### src/rtl/sdram_arb_pkg.sv
// Shared types and helpers for the N-master SDRAM arbiter.
// Tags carry the issuing master and the beats still owed to it.
package sdram_arb_pkg;

  localparam int ARB_MAX_M     = 16;
  localparam int ARB_ID_W      = $clog2(ARB_MAX_M);
  localparam int ARB_MAX_BURST = 16;
  localparam int ARB_BEATS_W   = $clog2(ARB_MAX_BURST + 1);

  typedef struct packed {
    logic [ARB_ID_W-1:0]    id;
    logic [ARB_BEATS_W-1:0] beats;
  } arb_tag_t;

  // Walks n requesters from ptr, wrapping modulo n (n need not be 2^k).
  function automatic logic [ARB_MAX_M-1:0] rr_pick(
    input logic [ARB_MAX_M-1:0] req,
    input int unsigned          ptr,
    input int unsigned          n
  );
    logic [ARB_MAX_M-1:0] g;
    logic                 found;
    int unsigned          idx;
    g     = '0;
    found = 1'b0;
    for (int unsigned k = 0; k < ARB_MAX_M; k++) begin
      if (k < n) begin
        idx = ptr + k;
        if (idx >= n) idx = idx - n;
        if (!found && req[idx[ARB_ID_W-1:0]]) begin
          g[idx[ARB_ID_W-1:0]] = 1'b1;
          found = 1'b1;
        end
      end
    end
    return g;
  endfunction

endpackage

### src/rtl/sdram_arb_tag_fifo.sv
// Outstanding-read tag FIFO; head is the read whose beats arrive next.
// Pointers wrap explicitly so a depth of one also works.
module sdram_arb_tag_fifo
  import sdram_arb_pkg::*;
#(
  parameter int DEPTH = 4
) (
  input  logic                   clk_i,
  input  logic                   rst_i,
  input  logic                   push_i,
  input  arb_tag_t               tag_i,
  input  logic                   pop_i,
  output arb_tag_t               head_o,
  output logic [$clog2(DEPTH):0] count_o
);

  localparam int AW = (DEPTH > 1) ? $clog2(DEPTH) : 1;
  localparam int CW = $clog2(DEPTH) + 1;

  arb_tag_t        r_mem [DEPTH];
  logic [AW-1:0]   r_wr;
  logic [AW-1:0]   r_rd;
  logic [CW-1:0]   r_cnt;
  logic [AW-1:0]   w_wr_nxt;
  logic [AW-1:0]   w_rd_nxt;

  always_comb begin
    w_wr_nxt = (r_wr == AW'(DEPTH - 1)) ? '0 : r_wr + AW'(1);
    w_rd_nxt = (r_rd == AW'(DEPTH - 1)) ? '0 : r_rd + AW'(1);
  end

  always_ff @(posedge clk_i) begin
    if (push_i) r_mem[r_wr] <= tag_i;
  end

  always_ff @(posedge clk_i) begin
    if (rst_i) begin
      r_wr  <= '0;
      r_rd  <= '0;
      r_cnt <= '0;
    end else begin
      if (push_i) r_wr <= w_wr_nxt;
      if (pop_i)  r_rd <= w_rd_nxt;
      unique case ({push_i, pop_i})
        2'b10:   r_cnt <= r_cnt + CW'(1);
        2'b01:   r_cnt <= r_cnt - CW'(1);
        default: r_cnt <= r_cnt;
      endcase
    end
  end

  assign head_o  = r_mem[r_rd];
  assign count_o = r_cnt;

endmodule

### src/rtl/sdram_arbiter_n.sv
// N-master SDRAM command arbiter: promoted > high-priority > round-robin,
// with tagged read tracking that steers (burst) responses to their issuer.
module sdram_arbiter_n
  import sdram_arb_pkg::*;
#(
  parameter int               NUM_M        = 3,
  parameter int               ADDR_W       = 24,
  parameter int               DATA_W       = 16,
  parameter logic [NUM_M-1:0] HIPRI_MASK   = 3'b010,
  parameter int               BURST_LEN    = 8,
  parameter int               MAX_OUTST    = 4,
  parameter int               STARVE_LIMIT = 64
) (
  input  logic                     clk_i,
  input  logic                     rst_i,
  input  logic [NUM_M-1:0]         m_cmd_valid_i,
  output logic [NUM_M-1:0]         m_cmd_ready_o,
  input  logic [NUM_M-1:0]         m_rd_i,
  input  logic [NUM_M-1:0]         m_wr_i,
  input  logic [NUM_M-1:0]         m_burst_i,
  input  logic [NUM_M*ADDR_W-1:0]  m_addr_i,
  input  logic [NUM_M*DATA_W-1:0]  m_wdata_i,
  input  logic [NUM_M*2-1:0]       m_wmask_i,
  output logic [NUM_M-1:0]         m_resp_valid_o,
  output logic [DATA_W-1:0]        m_rdata_o,
  output logic                     sdram_cmd_valid_o,
  output logic                     sdram_rd_o,
  output logic                     sdram_wr_o,
  output logic                     sdram_burst_o,
  output logic [ADDR_W-1:0]        sdram_addr_o,
  output logic [DATA_W-1:0]        sdram_wdata_o,
  output logic [1:0]               sdram_wmask_o,
  input  logic                     sdram_cmd_ready_i,
  input  logic                     sdram_resp_valid_i,
  input  logic [DATA_W-1:0]        sdram_rdata_i,
  output logic                     err_o
);

  localparam int PW = (NUM_M > 1) ? $clog2(NUM_M) : 1;
  localparam int CW = $clog2(MAX_OUTST) + 1;
  localparam int SW = $clog2(STARVE_LIMIT + 1);
  localparam logic [CW-1:0] MAX_CNT    = CW'(MAX_OUTST);
  localparam logic [SW-1:0] STARVE_MAX = SW'(STARVE_LIMIT);

  logic [PW-1:0]          r_ptr;
  logic [SW-1:0]          r_starve [NUM_M];
  logic [ARB_BEATS_W-1:0] r_beat;
  logic [NUM_M-1:0]       r_resp_valid;
  logic [DATA_W-1:0]      r_rdata;
  logic                   r_err;

  logic [NUM_M-1:0]       w_elig;
  logic [NUM_M-1:0]       w_prom;
  logic [NUM_M-1:0]       w_hi;
  logic [NUM_M-1:0]       w_rr;
  logic [NUM_M-1:0]       w_grant;
  logic [ARB_MAX_M-1:0]   w_rr_req;
  logic [ARB_MAX_M-1:0]   w_rr_pick;
  logic [ARB_ID_W-1:0]    w_gidx;
  logic [PW-1:0]          w_ptr_nxt;
  logic                   w_acc;
  logic                   w_rr_win;
  logic                   w_rdwr;
  logic                   w_resp_hit;
  logic                   w_push;
  logic                   w_pop;
  arb_tag_t               w_push_tag;
  arb_tag_t               w_head;
  logic [CW-1:0]          w_count;

  // Room is judged on the cycle-start count, so a push can never overflow.
  always_comb begin
    w_elig = '0;
    w_prom = '0;
    for (int i = 0; i < NUM_M; i++) begin
      w_elig[i] = ~rst_i & m_cmd_valid_i[i] &
                  (m_wr_i[i] | (w_count < MAX_CNT));
      w_prom[i] = w_elig[i] & ~HIPRI_MASK[i] &
                  (r_starve[i] == STARVE_MAX);
    end
    w_hi     = w_elig & HIPRI_MASK;
    w_rr     = w_elig & ~HIPRI_MASK;
    w_rr_req = ARB_MAX_M'(w_rr);
  end

  always_comb begin
    w_rr_pick = rr_pick(w_rr_req, 32'(r_ptr), NUM_M);
    w_grant   = '0;
    w_rr_win  = 1'b0;
    if (|w_prom) begin
      for (int i = NUM_M - 1; i >= 0; i--)
        if (w_prom[i]) begin
          w_grant    = '0;
          w_grant[i] = 1'b1;
        end
      w_rr_win = 1'b1;
    end else if (|w_hi) begin
      for (int i = NUM_M - 1; i >= 0; i--)
        if (w_hi[i]) begin
          w_grant    = '0;
          w_grant[i] = 1'b1;
        end
    end else begin
      w_grant  = w_rr_pick[NUM_M-1:0];
      w_rr_win = |w_rr;
    end
  end

  always_comb begin
    w_gidx        = '0;
    sdram_rd_o    = 1'b0;
    sdram_wr_o    = 1'b0;
    sdram_burst_o = 1'b0;
    sdram_addr_o  = '0;
    sdram_wdata_o = '0;
    sdram_wmask_o = '0;
    for (int i = 0; i < NUM_M; i++)
      if (w_grant[i]) begin
        w_gidx        = ARB_ID_W'(i);
        sdram_wr_o    = m_wr_i[i];
        sdram_rd_o    = m_rd_i[i] & ~m_wr_i[i];
        sdram_burst_o = m_burst_i[i];
        sdram_addr_o  = m_addr_i[i*ADDR_W +: ADDR_W];
        sdram_wdata_o = m_wdata_i[i*DATA_W +: DATA_W];
        sdram_wmask_o = m_wmask_i[i*2 +: 2];
      end
  end

  assign sdram_cmd_valid_o = |w_elig;
  assign m_cmd_ready_o     = w_grant & {NUM_M{sdram_cmd_ready_i}};
  assign w_acc             = sdram_cmd_valid_o & sdram_cmd_ready_i;
  assign w_rdwr            = |(w_grant & m_rd_i & m_wr_i);
  assign w_push            = w_acc & sdram_rd_o;
  assign w_push_tag.id     = w_gidx;
  assign w_push_tag.beats  = sdram_burst_o ? ARB_BEATS_W'(BURST_LEN)
                                           : ARB_BEATS_W'(1);
  assign w_resp_hit        = sdram_resp_valid_i & (w_count != '0);
  assign w_pop             = w_resp_hit &
                             (r_beat == w_head.beats - ARB_BEATS_W'(1));
  assign w_ptr_nxt         = (32'(w_gidx) == NUM_M - 1) ? '0
                             : PW'(w_gidx) + PW'(1);

  sdram_arb_tag_fifo #(
    .DEPTH (MAX_OUTST)
  ) u_tags (
    .clk_i   (clk_i),
    .rst_i   (rst_i),
    .push_i  (w_push),
    .tag_i   (w_push_tag),
    .pop_i   (w_pop),
    .head_o  (w_head),
    .count_o (w_count)
  );

  always_ff @(posedge clk_i) begin
    if (rst_i) begin
      r_ptr <= '0;
    end else if (w_acc && w_rr_win) begin
      r_ptr <= w_ptr_nxt;
    end
  end

  always_ff @(posedge clk_i) begin
    for (int i = 0; i < NUM_M; i++) begin
      if (rst_i || HIPRI_MASK[i] || m_cmd_ready_o[i])
        r_starve[i] <= '0;
      else if (m_cmd_valid_i[i] && r_starve[i] != STARVE_MAX)
        r_starve[i] <= r_starve[i] + SW'(1);
    end
  end

  always_ff @(posedge clk_i) begin
    if (rst_i) begin
      r_beat       <= '0;
      r_resp_valid <= '0;
      r_rdata      <= '0;
      r_err        <= 1'b0;
    end else begin
      r_resp_valid <= '0;
      if (w_resp_hit) begin
        for (int i = 0; i < NUM_M; i++)
          r_resp_valid[i] <= (32'(w_head.id) == i);
        r_rdata <= sdram_rdata_i;
        r_beat  <= w_pop ? '0 : r_beat + ARB_BEATS_W'(1);
      end
      if ((sdram_resp_valid_i && !w_resp_hit) || (w_acc && w_rdwr))
        r_err <= 1'b1;
    end
  end

  assign m_resp_valid_o = r_resp_valid;
  assign m_rdata_o      = r_rdata;
  assign err_o          = r_err;

endmodule

### config.mk
export PLATFORM = sky130hd
export DESIGN_NAME = sdram_arbiter_n
export DESIGN_NICKNAME = d
export VERILOG_FILES = /design/src/rtl/sdram_arb_pkg.sv /design/src/rtl/sdram_arb_tag_fifo.sv /design/src/rtl/sdram_arbiter_n.sv
export SDC_FILE = /design/constraint.sdc
export NUM_CORES = 1
export LEC_CHECK = 0
export CAP_MARGIN = 20
export CORE_UTILIZATION = 30
export DETAILED_ROUTE_END_ITERATION = 10
export SYNTH_ARGS = -nofsm -noshare
export SYNTH_HDL_FRONTEND = slang
export SYNTH_HIERARCHICAL = 1
export SYNTH_SLANG_ARGS = --single-unit
### constraint.sdc
create_clock -name clk_i -period 4.6 [get_ports clk_i]
set_input_delay 0.69 -clock clk_i [delete_from_list [all_inputs] [get_ports clk_i]]
set_output_delay 0.69 -clock clk_i [all_outputs]
set_load 0.01 [all_outputs]
==> results by group <==
Setup path
  – Critical path arrival: about 3700 ps
  – Critical Path RT: 3910 ps
  – Setup crit start kind: primary input
  – CP Class: primary input to primary output
  – FF-to-FF Start: r_ptr[1]$_SDFFE_PP0P_
  – Cells on worst reg2reg path: 13
  – CP max FO: 43
  – RR Endpoint: u_tags/count_o[2]$_SDFFE_PP0P_
  – CP Capture Point: sdram_wdata_o[0]
  – Reg2reg setup slack: just over 600 ps
  – Setup crit start: m_cmd_valid_i[0]
  – Crit path capture type: primary output

STA
  – Max-slew violation count: 0
  – Unrepaired setup endpoints after global routing: no
  – Max Fclk: roughly 230 MHz
  – Worst Setup Slack, final: approximately 190 ps
  – Least-Margin Pin Slew: about 790 ps
  – Period utilisation layout: a little over nine tenths
  – Final hold violations: 0
  – Slew HR: 47.17%
  – Setup Skew: 4.659 ps
  – Crit path time final: 4409 ps
  – Setup-failing EPs final: 0
  – TNS Setup: 0 ps
  – Worst hold slack: ~460 ps

Power and ir drop
  – Pwr per Cell Area: 261.6 nW/um^2
  – Switching power: between 0.0005 and 0.0006 W
  – Pint: around 0.0016 W
  – VDD IR-drop max: roughly 150 uV
  – Leakage power: around 2.9 nW
  – Tot Pwr: 0.002091 W
  – Switching Share: 24.97%
  – Sequential share of power: just over 40%
  – Power share of the clock group: ~34%
  – Logic pwr share: 24.9%

Place
  – IO Port Bufs: approximately 230
  – DPL Wire Length: 13.30 mm
  – Placed insts: just over 900
  – Routability Congestion: ~0.86
  – Dpl ws: about 60 ps

GRT
  – First-pass GRT wire length: 26.23 mm
  – GRT Util Overall: 19.50%
  – Overflow after GRT: 0
  – Vias in the first global route: approximately 5000
  – Largest net degree at the start of global routing: 50
  – Initial antenna violation count: 0

Min path
  – Worst min-delay path class: flip-flop to flip-flop
  – Hold Crit Start: m_rdata_o[1]$_SDFFE_PP0P_

Routing
  – Total iterations of the first detailed-routing run: 6
  – Number of DRC markers in iteration 0: between 200 and 250
  – Via Count: about 4800
  – Antenna-violating nets left: 0
  – Number of vias per cell: a little over 5
  – Avg WL per Cell: between 15 and 20 um
  – Detailed Route WL: 16.89 mm
  – Residual DRC: 0

Cells and area
  – Commonest non-fill, non-tap cell in the layout: clkdlybuf4s50_1
  – # nets final: 900
  – Multi-input gate area: approximately 2700 sq um
  – Fin cells: between 900 and 1000
  – Area growth from synthesis to layout: 57.08%
  – Ratio of cells with drive above 1 in the final layout: about 6.6%
  – Most frequent cells in the layout: clkdlybuf4s50_1, edfxtp_1, nand2_1
  – FF+latch area: between 2000 and 2500 sq um
  – Antenna Diode Count: 0
  – Fill count: around 1600

Clock tree
  – CTS Hold Bufs: 0
  – H-tree Lvls: 3
  – Worst-skew pair later-pin latency: 340 ps
  – Clock tree sinks: between 80 and 90
  – TritonCTS Buffers: 9
  – Worst-path clk slew: roughly 60 ps
  – Postcts setup bufs: 0
  – CTS tree: built
  – Clk root buf: clkbuf_16
  – Post-CTS sizing: 0
  – Clock Path Buffers: 2

Logic synthesis
  – Mapped Area: approximately 5100 sq um
  – Post-synth top flop: edfxtp_1
  – Yosys Warn Count: 6
  – Syn Inst Count: between 400 and 500
  – Ys async rst share: 0%
  – Post-synth top area share: ~30%
  – Post-synth EDFFs: 50
  – Area contributors post-synth: edfxtp_1, dfxtp_1, a221o_1
  – Syn Area/Cell: 10.54 sq um
  – Synthesized flop and latch total: between 80 and 90
  – Seq/Total Area, Yosys: between 40% and 50%
  – Yosys top cell by area: edfxtp_1
  – Yosys cell types: 59

Floorplanning
  – Die extent in y: roughly 130 um
  – Starting Density: between 30% and 40%
  – Area of the core: approximately 17000 sq um
  – Die width: 132.3 um
  – I/O pins: 227
  – DIE AREA: ~17000 sq um
  – Rows: 47

Status
  – Run status: finished clean

Run
  – Max-Cap Viols: 0
per-layer routing:
layer	share of wire, %	wire, um	track usage, %	up-vias
met2	53	8923	36.60	169
met1	38	6370	20.19	2324
li1	-	-	-	2329
met3	7.4	1252	6.805	25
met5	0	0	0	-
met4	2.0	346	6.130	0
stage by stage:
stage	util (%)	instance area, sq um
3_5_place_dp	46.41	7696
3_3_place_gp	46.34	7685
4_1_cts	48.21	7995
2_1_floorplan	-	5161
5_1_grt	48.21	7995
6_report	48.21	7995
flip-flops by register name, indices dropped and copies added, names as in the netlist, named ones only:
signal / flops
u_tags/r_mem: 36
m_rdata_o: 16
r_starve: 14
r_beat: 5
m_resp_valid_o: 3
u_tags/count_o: 3
r_ptr: 2
u_tags/r_rd: 2
u_tags/r_wr: 2
err_o: 1
worst max-delay path: stages:
cell             delay [ps]
clkdlybuf4s50_1         590
nand2b_4                 80
or3_1                   370
and2_0                  170
or4b_4                  570
a21oi_4                 220
buf_12                  250
a221o_1                 180
clkdlybuf4s50_1         570
Yosys cell counts (3+ instances only):
cell type / instances
a211o_1: 4
a21oi_1: 30
a221o_1: 45
a22o_1: 43
and2_1: 7
and3_1: 4
buf_2: 4
buf_6: 5
clkbuf_1: 17
dfxtp_1: 36
edfxtp_1: 50
ha_1: 18
inv_1: 19
mux2i_1: 3
mux4_2: 9
nand2_1: 46
nand2b_1: 5
nand3_1: 12
nand4_1: 4
nor2_1: 27
nor2b_1: 9
nor3_1: 11
nor3b_1: 5
o21ai_0: 8
or3_1: 3
xnor2_1: 11
xor2_1: 11
cell type report:
cell class                 instances  area share, %
multi-input combinational        369          34.19
timing repair buffer             238          29.94
sequential                        86          27.79
tap                              220          3.443
clock buffer                      12          3.396
inverter                          19         0.8920
clock inverter                     4         0.3443
power groups by stage:
stage / Clock, W / Sequential, W / Combinational (W)
floorplan: 0 / 0.000872 / 0.000211
global placement: 0 / 0.000873 / 0.000516
detailed placement: 0 / 0.000875 / 0.000523
CTS: 0.000737 / 0.000859 / 0.000525
global route: 0.000764 / 0.000862 / 0.000558
finish: 0.000711 / 0.000859 / 0.000521
worst min path at each step:
stage | slack [ps] | end | cells after the start
after floorplan | 480 | m_rdata_o[0]$_SDFFE_PP0P_ | 2
after global placement | 440 | m_rdata_o[14]$_SDFFE_PP0P_ | 2
after detailed placement | 450 | m_rdata_o[11]$_SDFFE_PP0P_ | 2
after CTS | 460 | m_rdata_o[11]$_SDFFE_PP0P_ | 2
after global routing | 470 | m_rdata_o[9]$_SDFFE_PP0P_ | 2
final | 460 | m_rdata_o[1]$_SDFFE_PP0P_ | 2
kinds of logic after synthesis:
logic type	synth area share (%)
compound gates	24.02
flops	43.66
simple gates	14.75
other cells	0.07368
mux	4.572
fa+ha+maj	4.818
xor+xnor	3.786
buf+inv	4.326
Note: power is estimated with default switching activity, not from simulation.
